$ cat config.mk
export PLATFORM = sky130hd
export DESIGN_NAME = ballot_controller
export DESIGN_NICKNAME = d
export VERILOG_FILES = /design/src/rtl/ballot_controller.sv
export SDC_FILE = /design/constraint.sdc
export NUM_CORES = 1
export LEC_CHECK = 0
export CAP_MARGIN = 20
export CORE_MARGIN = 2
export CORE_UTILIZATION = 40
export DETAILED_ROUTE_END_ITERATION = 6
export GPL_ROUTABILITY_DRIVEN = 0
export HOLD_SLACK_MARGIN = 0.02
export PLACE_DENSITY_LB_ADDON = 0.2
export SLEW_MARGIN = 5
export SYNTH_ARGS = -nofsm -noshare
export SYNTH_HDL_FRONTEND = slang
export SYNTH_SLANG_ARGS = --single-unit
$ cat constraint.sdc
create_clock -name clock -period 5.3 [get_ports clock]
set_input_delay 1.06 -clock clock [delete_from_list [all_inputs] [get_ports clock]]
set_output_delay 1.06 -clock clock [all_outputs]
set_load 0.05 [all_outputs]
$ cat src/rtl/ballot_controller.sv
// Fingerprint-gated voting controller with one saturating tally per candidate.
// It also provides a result display and leader/tie tracking.
module ballot_controller #(
    parameter int NUM_CANDIDATES = 4,
    parameter int COUNT_WIDTH    = 8,
    parameter int VOTE_TIMEOUT   = 255,
    localparam int SEL_W         = $clog2(NUM_CANDIDATES)
) (
    input  logic                      clock,
    input  logic                      reset,
    input  logic                      mode,
    input  logic                      fingerprint_valid,
    input  logic [NUM_CANDIDATES-1:0] buttons,
    input  logic [SEL_W-1:0]          result_select,
    output logic [COUNT_WIDTH-1:0]    LED,
    output logic                      session_active,
    output logic                      vote_accepted,
    output logic                      timeout,
    output logic [SEL_W-1:0]          winner_index,
    output logic                      tie,
    output logic                      overflow
);

    localparam int          TIMER_W    = 16;
    localparam logic [TIMER_W-1:0] TIMER_LOAD = TIMER_W'(VOTE_TIMEOUT);

    typedef enum logic [1:0] {
        S_IDLE,
        S_ARMED,
        S_LOCKOUT
    } state_t;

    state_t                    r_state;
    state_t                    w_state_next;
    logic [TIMER_W-1:0]        r_timer;
    logic [TIMER_W-1:0]        w_timer_next;

    logic                      r_fp_prev;
    logic [NUM_CANDIDATES-1:0] r_btn_prev;
    logic                      w_fp_rise;
    logic [NUM_CANDIDATES-1:0] w_btn_rise;
    logic                      w_single;

    logic                      w_vote;
    logic                      w_expire;
    logic [NUM_CANDIDATES-1:0] w_inc;
    logic [NUM_CANDIDATES-1:0] w_sat;

    logic [COUNT_WIDTH-1:0]    r_tally [NUM_CANDIDATES];
    logic [COUNT_WIDTH-1:0]    w_sel_tally;
    logic [COUNT_WIDTH-1:0]    w_led_next;
    logic [COUNT_WIDTH-1:0]    w_max;
    logic [SEL_W-1:0]          w_lead;
    logic                      w_dup;

    logic                      r_vote;
    logic                      r_timeout;
    logic [COUNT_WIDTH-1:0]    r_led;
    logic [SEL_W-1:0]          r_winner;
    logic                      r_tie;
    logic                      r_overflow;

    // Previous copies start high so levels held through reset do not look like edges.
    always_ff @(posedge clock) begin
        if (!reset) begin
            r_fp_prev  <= 1'b1;
            r_btn_prev <= '1;
        end else begin
            r_fp_prev  <= fingerprint_valid;
            r_btn_prev <= buttons;
        end
    end

    assign w_fp_rise  = fingerprint_valid & ~r_fp_prev;
    assign w_btn_rise = buttons & ~r_btn_prev;
    assign w_single   = (w_btn_rise != '0) &&
                        ((w_btn_rise & (w_btn_rise - NUM_CANDIDATES'(1))) == '0);

    always_ff @(posedge clock) begin
        if (!reset) begin
            r_state <= S_IDLE;
            r_timer <= '0;
        end else begin
            r_state <= w_state_next;
            r_timer <= w_timer_next;
        end
    end

    // A single vote edge beats expiry on the cycle the timer reaches zero.
    always_comb begin
        w_state_next = r_state;
        w_timer_next = r_timer;
        w_vote       = 1'b0;
        w_expire     = 1'b0;
        case (r_state)
            S_IDLE: begin
                if (w_fp_rise && !mode) begin
                    w_state_next = S_ARMED;
                    w_timer_next = TIMER_LOAD;
                end
            end
            S_ARMED: begin
                if (mode) begin
                    w_state_next = S_IDLE;
                end else if (w_single) begin
                    w_vote       = 1'b1;
                    w_state_next = S_LOCKOUT;
                end else if (r_timer == '0) begin
                    w_expire     = 1'b1;
                    w_state_next = S_IDLE;
                end else begin
                    w_timer_next = r_timer - TIMER_W'(1);
                end
            end
            S_LOCKOUT: begin
                if (!fingerprint_valid && (buttons == '0)) begin
                    w_state_next = S_IDLE;
                end
            end
            default: begin
                w_state_next = S_IDLE;
            end
        endcase
    end

    genvar gi;
    generate
        for (gi = 0; gi < NUM_CANDIDATES; gi++) begin : g_cand
            assign w_inc[gi] = w_vote & w_btn_rise[gi];
            assign w_sat[gi] = &r_tally[gi];
        end
    endgenerate

    always_ff @(posedge clock) begin
        if (!reset) begin
            for (int i = 0; i < NUM_CANDIDATES; i++) begin
                r_tally[i] <= '0;
            end
            r_overflow <= 1'b0;
        end else begin
            for (int i = 0; i < NUM_CANDIDATES; i++) begin
                if (w_inc[i] && !w_sat[i]) begin
                    r_tally[i] <= r_tally[i] + COUNT_WIDTH'(1);
                end
            end
            r_overflow <= r_overflow | (|(w_inc & w_sat));
        end
    end

    // Out-of-range selections match no candidate and leave the display at zero.
    always_comb begin
        w_sel_tally = '0;
        for (int i = 0; i < NUM_CANDIDATES; i++) begin
            if (result_select == SEL_W'(i)) begin
                w_sel_tally = r_tally[i];
            end
        end
    end

    assign w_led_next = mode ? w_sel_tally : (w_vote ? '1 : '0);

    // Strict greater-than keeps the lowest index on equal tallies.
    always_comb begin
        w_max  = r_tally[0];
        w_lead = '0;
        w_dup  = 1'b0;
        for (int i = 1; i < NUM_CANDIDATES; i++) begin
            if (r_tally[i] > w_max) begin
                w_max  = r_tally[i];
                w_lead = SEL_W'(i);
                w_dup  = 1'b0;
            end else if (r_tally[i] == w_max) begin
                w_dup = 1'b1;
            end
        end
    end

    always_ff @(posedge clock) begin
        if (!reset) begin
            r_vote    <= 1'b0;
            r_timeout <= 1'b0;
            r_led     <= '0;
            r_winner  <= '0;
            r_tie     <= 1'b0;
        end else begin
            r_vote    <= w_vote;
            r_timeout <= w_expire;
            r_led     <= w_led_next;
            r_winner  <= w_lead;
            r_tie     <= w_dup && (w_max != '0);
        end
    end

    assign LED            = r_led;
    assign session_active = (r_state == S_ARMED);
    assign vote_accepted  = r_vote;
    assign timeout        = r_timeout;
    assign winner_index   = r_winner;
    assign tie            = r_tie;
    assign overflow       = r_overflow;

endmodule

==> results.yml, run 1 <==
status:
  outcome: "finished clean"
worst_setup_path:
  critical_path_class: "reg -> reg"
  worst_ep_arrival_time_ns: 5.21
  timing.critical_path.depth: 23
  r2r.worst_path.cells: 23
  cpLargestDelayFamily: "compound AO/OA/AOI/OAI gates"
  critPathRequiredTime_ns: 5.56
  critPathCaptureType: "flop"
  cp-start-kind: "flop"
  worst-path-buf-inv: 2
  path_cells: "ha_1 > nor2b_1 > o211ai_1 > a211oi_2 > nor2_4 > buf_4 > mux2_2 > inv_1 > ha_1 > a21oi_2 > and3_1 > o31ai_1 > nand2_1 > or2_4 > a21o_1 > ha_1 > o21a_1 > o21a_1 > o21ai_0 > a21o_1 > a21o_1 > nand2_1 > a2111oi_2"
  max_stage_delay_ns: 0.48
  crit_fanout: 9
  slowest_stage: "edfxtp_1"
worst_hold_path:
  min-delay-path-class: "reg -> reg"
  min_path_cells: 2
finish:
  num-nets-final: 521
  nFillCells: 960
  antenna-diode-count: 0
  area.growth.synth_to_final_pct: 17.9
  commonest_cells_after_routing_fill_and_taps_aside: "57 x nor2_1, 37 x dfxtp_1, 32 x edfxtp_1"
  design_area_sq_um: 4940
  postLayoutCoreUtil_pct: 48.3
  finish.cell_count_without_fillers: 624
  final_common_cell: "nor2_1"
  drive_above_1_share_pct: 14.1
cts:
  worstSkewPairLatency_ns: 0.36
  tritoncts_num_sinks: 69
  clk_pin_slew_ns: 0.09
  h-tree-depth: 3
  cts_tree: "built"
  clk_root_buffer_cell: "clkbuf_8"
  ctsHoldBuffers: 0
  cts_max_path_buffers: 2
  cts_made_buffers: 9
yosys:
  yosys.area_share.adder_pct: 8.37
  synth_enable_flop_cells: 32
  top_area_cell_type_share_of_the_netlist_area_pct: 22.9
  synthXorXnorAreaFrac_pct: 6.90
  yosys_warnings: 0
  synth_area_per_cell_sq_um: 9.52
  netlist.top_cell.by_area: "edfxtp_1"
  combinational_family_with_the_most_area_after_synthesis: "simple AND/OR/NAND/NOR gates"
  ys_seq_area_share_pct: 40.6
  post_synth_num_cell_types: 58
  ys_async_sr_fraction_pct: 0
  ys_seq_elements: 69
  synth-compound-area-share_pct: 11.0
  synth.area.mux_share_pct: 6.60
  syn-instance-count: 440
  synth_simple_gate_area_share_pct: 22.9
  synth_ff_type: "dfxtp_1"
  leading_cell_types_by_total_area_after_synthesis: "edfxtp_1 23%, dfxtp_1 18%, ha_1 8.4%"
  synthesis.nets: 478
  netlist_area_before_placement_sq_um: 4190
timing:
  fmaxAchievable_mhz: 202
  worst-slew-pin-transition_ns: 0.951
  finalClockSkew_ns: 0.0162
  slew_violations: 0
  rsz0062_at_grt: "no"
  timing.setup.tns_ns: 0
  final-setup-viol-count: 0
  post-route-period-util_pct: 93.3
  fin_crit_ns: 4.94
  finalHoldViolations: 0
  maxSlewHeadroom_pct: 36.0
place:
  place.detailed.instances: 607
  postPlaceCellArea_sq_um: 4700
  place.detailed.hpwl_um: 7750
  port-buffer-count: 24
routing:
  vias_per_cell: 5.40
  dr.pass1.iters: 4
  detail_route.wl_per_cell_um: 16.4
  drt_first_iter_violations: 145
  dr_total_vias: 3368
  antenna_violating_nets_post_route: 0
  route.detailed.drc: 0
  routed_wirelength_um: 10300
global_route:
  pin_count_of_the_biggest_net_entering_global_routing: 26
  via_count_of_the_first_global_routing_pass: 3281
  antenna_found_initial: 0
  grt_first_pass_wirelength_um: 16600
  grt-ovfl-total: 0
  global_route.usage.total_pct: 19.1
pwr:
  peakVddDrop_mv: 0.111
  overall_power_consumption_w: 0.00130
  power.leakage_nw: 1.93
  total_power_per_unit_cell_area_nw_per_um2: 263
flow_run:
  maxCapViolCount: 0
die:
  initial_utilization_pct: 40.9
  die_area_sq_um: 11300
  die_h_um: 106
  io_pins: 25
  num_rows: 37
  placeableCoreArea_sq_um: 10200
  die-width_um: 106
-- report_power, final --
part	internal, W	switching [W]
clock	0.000247	0.000219
combinational	0.000102	0.000132
sequential	0.000577	0.0000206
-- repair_timing --
item | CTS | global route
setup buffers | 0 | 1
resized for setup | 0 | 4
endpoints found under the setup margin | 0 | 3
-- path summary, 6_finish.rpt --
kind / startpoint / to / slack, ns
max: r_tally[1][1] / tie / 0.36
min: overflow / overflow / 0.47
max reg2reg: r_tally[1][1] / tie / 0.36
min reg2reg: overflow / overflow / 0.47
-- tightest hold or removal path, stage by stage (launching register included) --
cell,delay (ns)
dfxtp_1,0.33
nor2_1,0.05
nor2_1,0.07
-- metrics by stage --
stage / setup slack (ns) / hold slack (ns)
CTS: 0.0805 / 0.484
finish: 0.355 / 0.473
global route: 0.0122 / 0.520
detailed placement: 0.0954 / 0.466
floorplan: 0.515 / 0.444
global placement: 0.349 / 0.457
-- synthesized netlist by cell type, drive strengths merged (15+ instances only) --
library cell / number
o21ai: 16
dfxtp: 37
ha: 28
edfxtp: 32
a21oi: 17
nand2: 26
xnor2: 15
nor2: 60
inv: 22
xor2: 18
nand3: 29
-- final cells by class --
class | instances | area (sq um) | area share, %
clock buffer | 10 | 149 | 3.02
clock inverter | 6 | 67.6 | 1.37
inverter | 23 | 86.3 | 1.75
multi-input combinational | 333 | 2350 | 47.6
sequential | 69 | 1700 | 34.5
tap | 136 | 170 | 3.45
timing repair buffer | 47 | 413 | 8.36
-- flip-flops by register name (all words and copies together), names as in the netlist --
register and flops:
r_tally 32, vote_accepted 1, r_timer 16, timeout 1, r_fp_prev 1, r_state 2, tie 1, LED 8
winner_index 2, r_btn_prev 4, overflow 1
-- kinds of logic (layout without fill, tap and decap cells) --
| logic type | Yosys count | in the layout |
|---|---|---|
| compound gates | 67 | 67 |
| fa+ha+maj | 28 | 28 |
| flops | 69 | 69 |
| simple gates | 188 | 188 |
| buf+inv | 38 | 86 |
| mux | 17 | 17 |
| xor+xnor | 33 | 33 |
-- per-layer routing --
metal / wire length (um) / track usage [%] / vias up
met1: 4790 / 25.0 / 1604
met2: 4860 / 31.0 / 77
met5: 0 / 0 / -
met4: 260 / 8.08 / 0
li1: - / - / 1662
met3: 348 / 3.43 / 25
(Power assumes the default switching activity.)
==> run 2: changes to the inputs <==
--- a/config.mk
+++ b/config.mk
@@ -7,11 +7,10 @@
 export LEC_CHECK = 0
 export CAP_MARGIN = 20
 export CORE_MARGIN = 2
-export CORE_UTILIZATION = 40
+export CORE_UTILIZATION = 25
 export DETAILED_ROUTE_END_ITERATION = 6
 export GPL_ROUTABILITY_DRIVEN = 0
 export HOLD_SLACK_MARGIN = 0.02
-export PLACE_DENSITY_LB_ADDON = 0.2
 export SLEW_MARGIN = 5
 export SYNTH_ARGS = -nofsm -noshare
 export SYNTH_HDL_FRONTEND = slang
==> run 2 against run 1 <==
Cell area is 2.8% higher. Total power grew 10%. Combinational power fell by 2%. Clock-buffer cell count rose by 1. Via count fell by 0.98%. First-iteration DRC count increased by 74%. Sequential power about the same. Routed wire length is 0.54% higher. Critical path type unchanged. Largest cell class unchanged. Highest routed layer unchanged.
==> results.yml, run 2 (synthesized netlist as in run 1, its figures left out) <==
worst_hold_path:
  min-delay-path-class: "reg -> reg"
  min_path_cells: 2
finish:
  area.growth.synth_to_final_pct: 21.2
  commonest_cells_after_routing_fill_and_taps_aside: "57 x nor2_1, 37 x dfxtp_1, 32 x edfxtp_1"
  num-nets-final: 516
  final_common_cell: "nor2_1"
  drive_above_1_share_pct: 13.0
  largest-register: "r_tally"
  finish.cell_count_without_fillers: 703
  antenna-diode-count: 0
  flip_flop_count_of_the_largest_register_all_copies_and_words_added: 32
die:
  die-width_um: 133
  die_h_um: 133
  num_rows: 47
  initial_utilization_pct: 25.4
  io_pins: 25
  die_area_sq_um: 17800
  placeableCoreArea_sq_um: 16500
global_route:
  antenna_found_initial: 0
  grt_first_pass_wirelength_um: 17200
  grt-ovfl-total: 0
  via_count_of_the_first_global_routing_pass: 3274
  global_route.usage.total_pct: 12.1
  pin_count_of_the_biggest_net_entering_global_routing: 26
place:
  placement.setup.worst_slack_ns: 0.184
  place.detailed.hpwl_um: 7840
  place.detailed.instances: 683
  port-buffer-count: 24
cts:
  tritoncts_num_sinks: 69
  worstSkewPairLatency_ns: 0.34
  clk_pin_slew_ns: 0.06
  cts_tree: "built"
  cts_max_path_buffers: 2
  h-tree-depth: 3
  clk_root_buffer_cell: "clkbuf_16"
  cts_made_buffers: 9
worst_setup_path:
  cp-start-kind: "flop"
  critical_path_class: "reg -> reg"
  worst_ep_arrival_time_ns: 5.25
  critPathCaptureType: "flop"
  worst-r2r-setup-slack_ns: 0.28
  critPathRequiredTime_ns: 5.54
  r2r.worst_path.cells: 23
  crit_fanout: 9
timing:
  fmaxAchievable_mhz: 199
  final-setup-viol-count: 0
  hold_ws_ns: 0.487
  fin_crit_ns: 5.02
  maxSlewHeadroom_pct: 30.6
  post-route-period-util_pct: 94.7
  slew_violations: 0
  worst-slew-pin-transition_ns: 1.03
  finalHoldViolations: 0
  finalClockSkew_ns: 0.00763
  timing.setup.tns_ns: 0
  layout_setup_ws_ns: 0.282
flow_run:
  maxCapViolCount: 0
pwr:
  overall_power_consumption_w: 0.00143
  power.leakage_nw: 1.95
  peakVddDrop_mv: 0.137
  total_power_per_unit_cell_area_nw_per_um2: 282
routing:
  dr.pass1.iters: 4
  route.detailed.drc: 0
  routed_wirelength_um: 10300
  vias_per_cell: 4.74
  detail_route.wl_per_cell_um: 14.7
  dr_total_vias: 3335
  antenna_violating_nets_post_route: 0
  drt_first_iter_violations: 253
status:
  outcome: "finished clean"
[run 2: repair_timing]
action	4_1_cts	5_1_grt
gates resized for setup	0	1
endpoints found under the setup margin	0	3
buffers inserted	0	3
hold buffers	0	0
[run 2: where the power goes]
group	switching (W)	total, W	internal (W)
logic	0.000130	0.000229	0.0000991
registers	0.0000222	0.000600	0.000578
clock network	0.000240	0.000602	0.000362
total	0.000393	0.00143	0.00104
[run 2: critical path: stages, from the launching register on]
cell	delay, ns
edfxtp_1	0.47
inv_1	0.10
ha_1	0.32
nand4_2	0.16
a211oi_2	0.38
nor2_2	0.08
buf_4	0.19
mux2_2	0.26
inv_1	0.05
ha_1	0.30
a21oi_1	0.11
and3_1	0.19
o31ai_1	0.23
nand2_1	0.17
or2_4	0.34
a21o_1	0.18
ha_1	0.30
o21a_1	0.12
o21a_1	0.17
o21ai_0	0.16
a21o_1	0.13
a21o_1	0.14
nand2_1	0.07
a2111oi_2	0.29
[run 2: path summary, 6_finish.rpt]
check,start,end
setup reg to reg,r_tally[0][6],tie
setup / recovery,r_tally[0][6],tie
hold / removal,overflow,overflow
hold reg to reg,overflow,overflow
[run 2: final cells by class]
type	instances	area, sq um
Clock buffer	11	264
Clock inverter	5	40.0
Fill cell	1730	11400
Inverter	23	86.3
Multi-Input combinational cell	333	2340
Sequential cell	69	1700
Tap cell	220	275
Timing Repair Buffer	42	373
[run 2: metal layers]
layer	share of wire (%)	GRT usage [%]
met5	0	0
met1	45	15.9
met4	2.1	5.73
met3	5.0	1.83
met2	48	19.7
[run 2: metrics by stage]
| stage | area (sq um) | util, % |
|---|---|---|
| after detailed placement | 4740 | 28.8 |
| after global routing | 5080 | 30.8 |
| after floorplan | 4190 | - |
| final | 5080 | 30.8 |
| after global placement | 4740 | 28.8 |
| after CTS | 5050 | 30.7 |
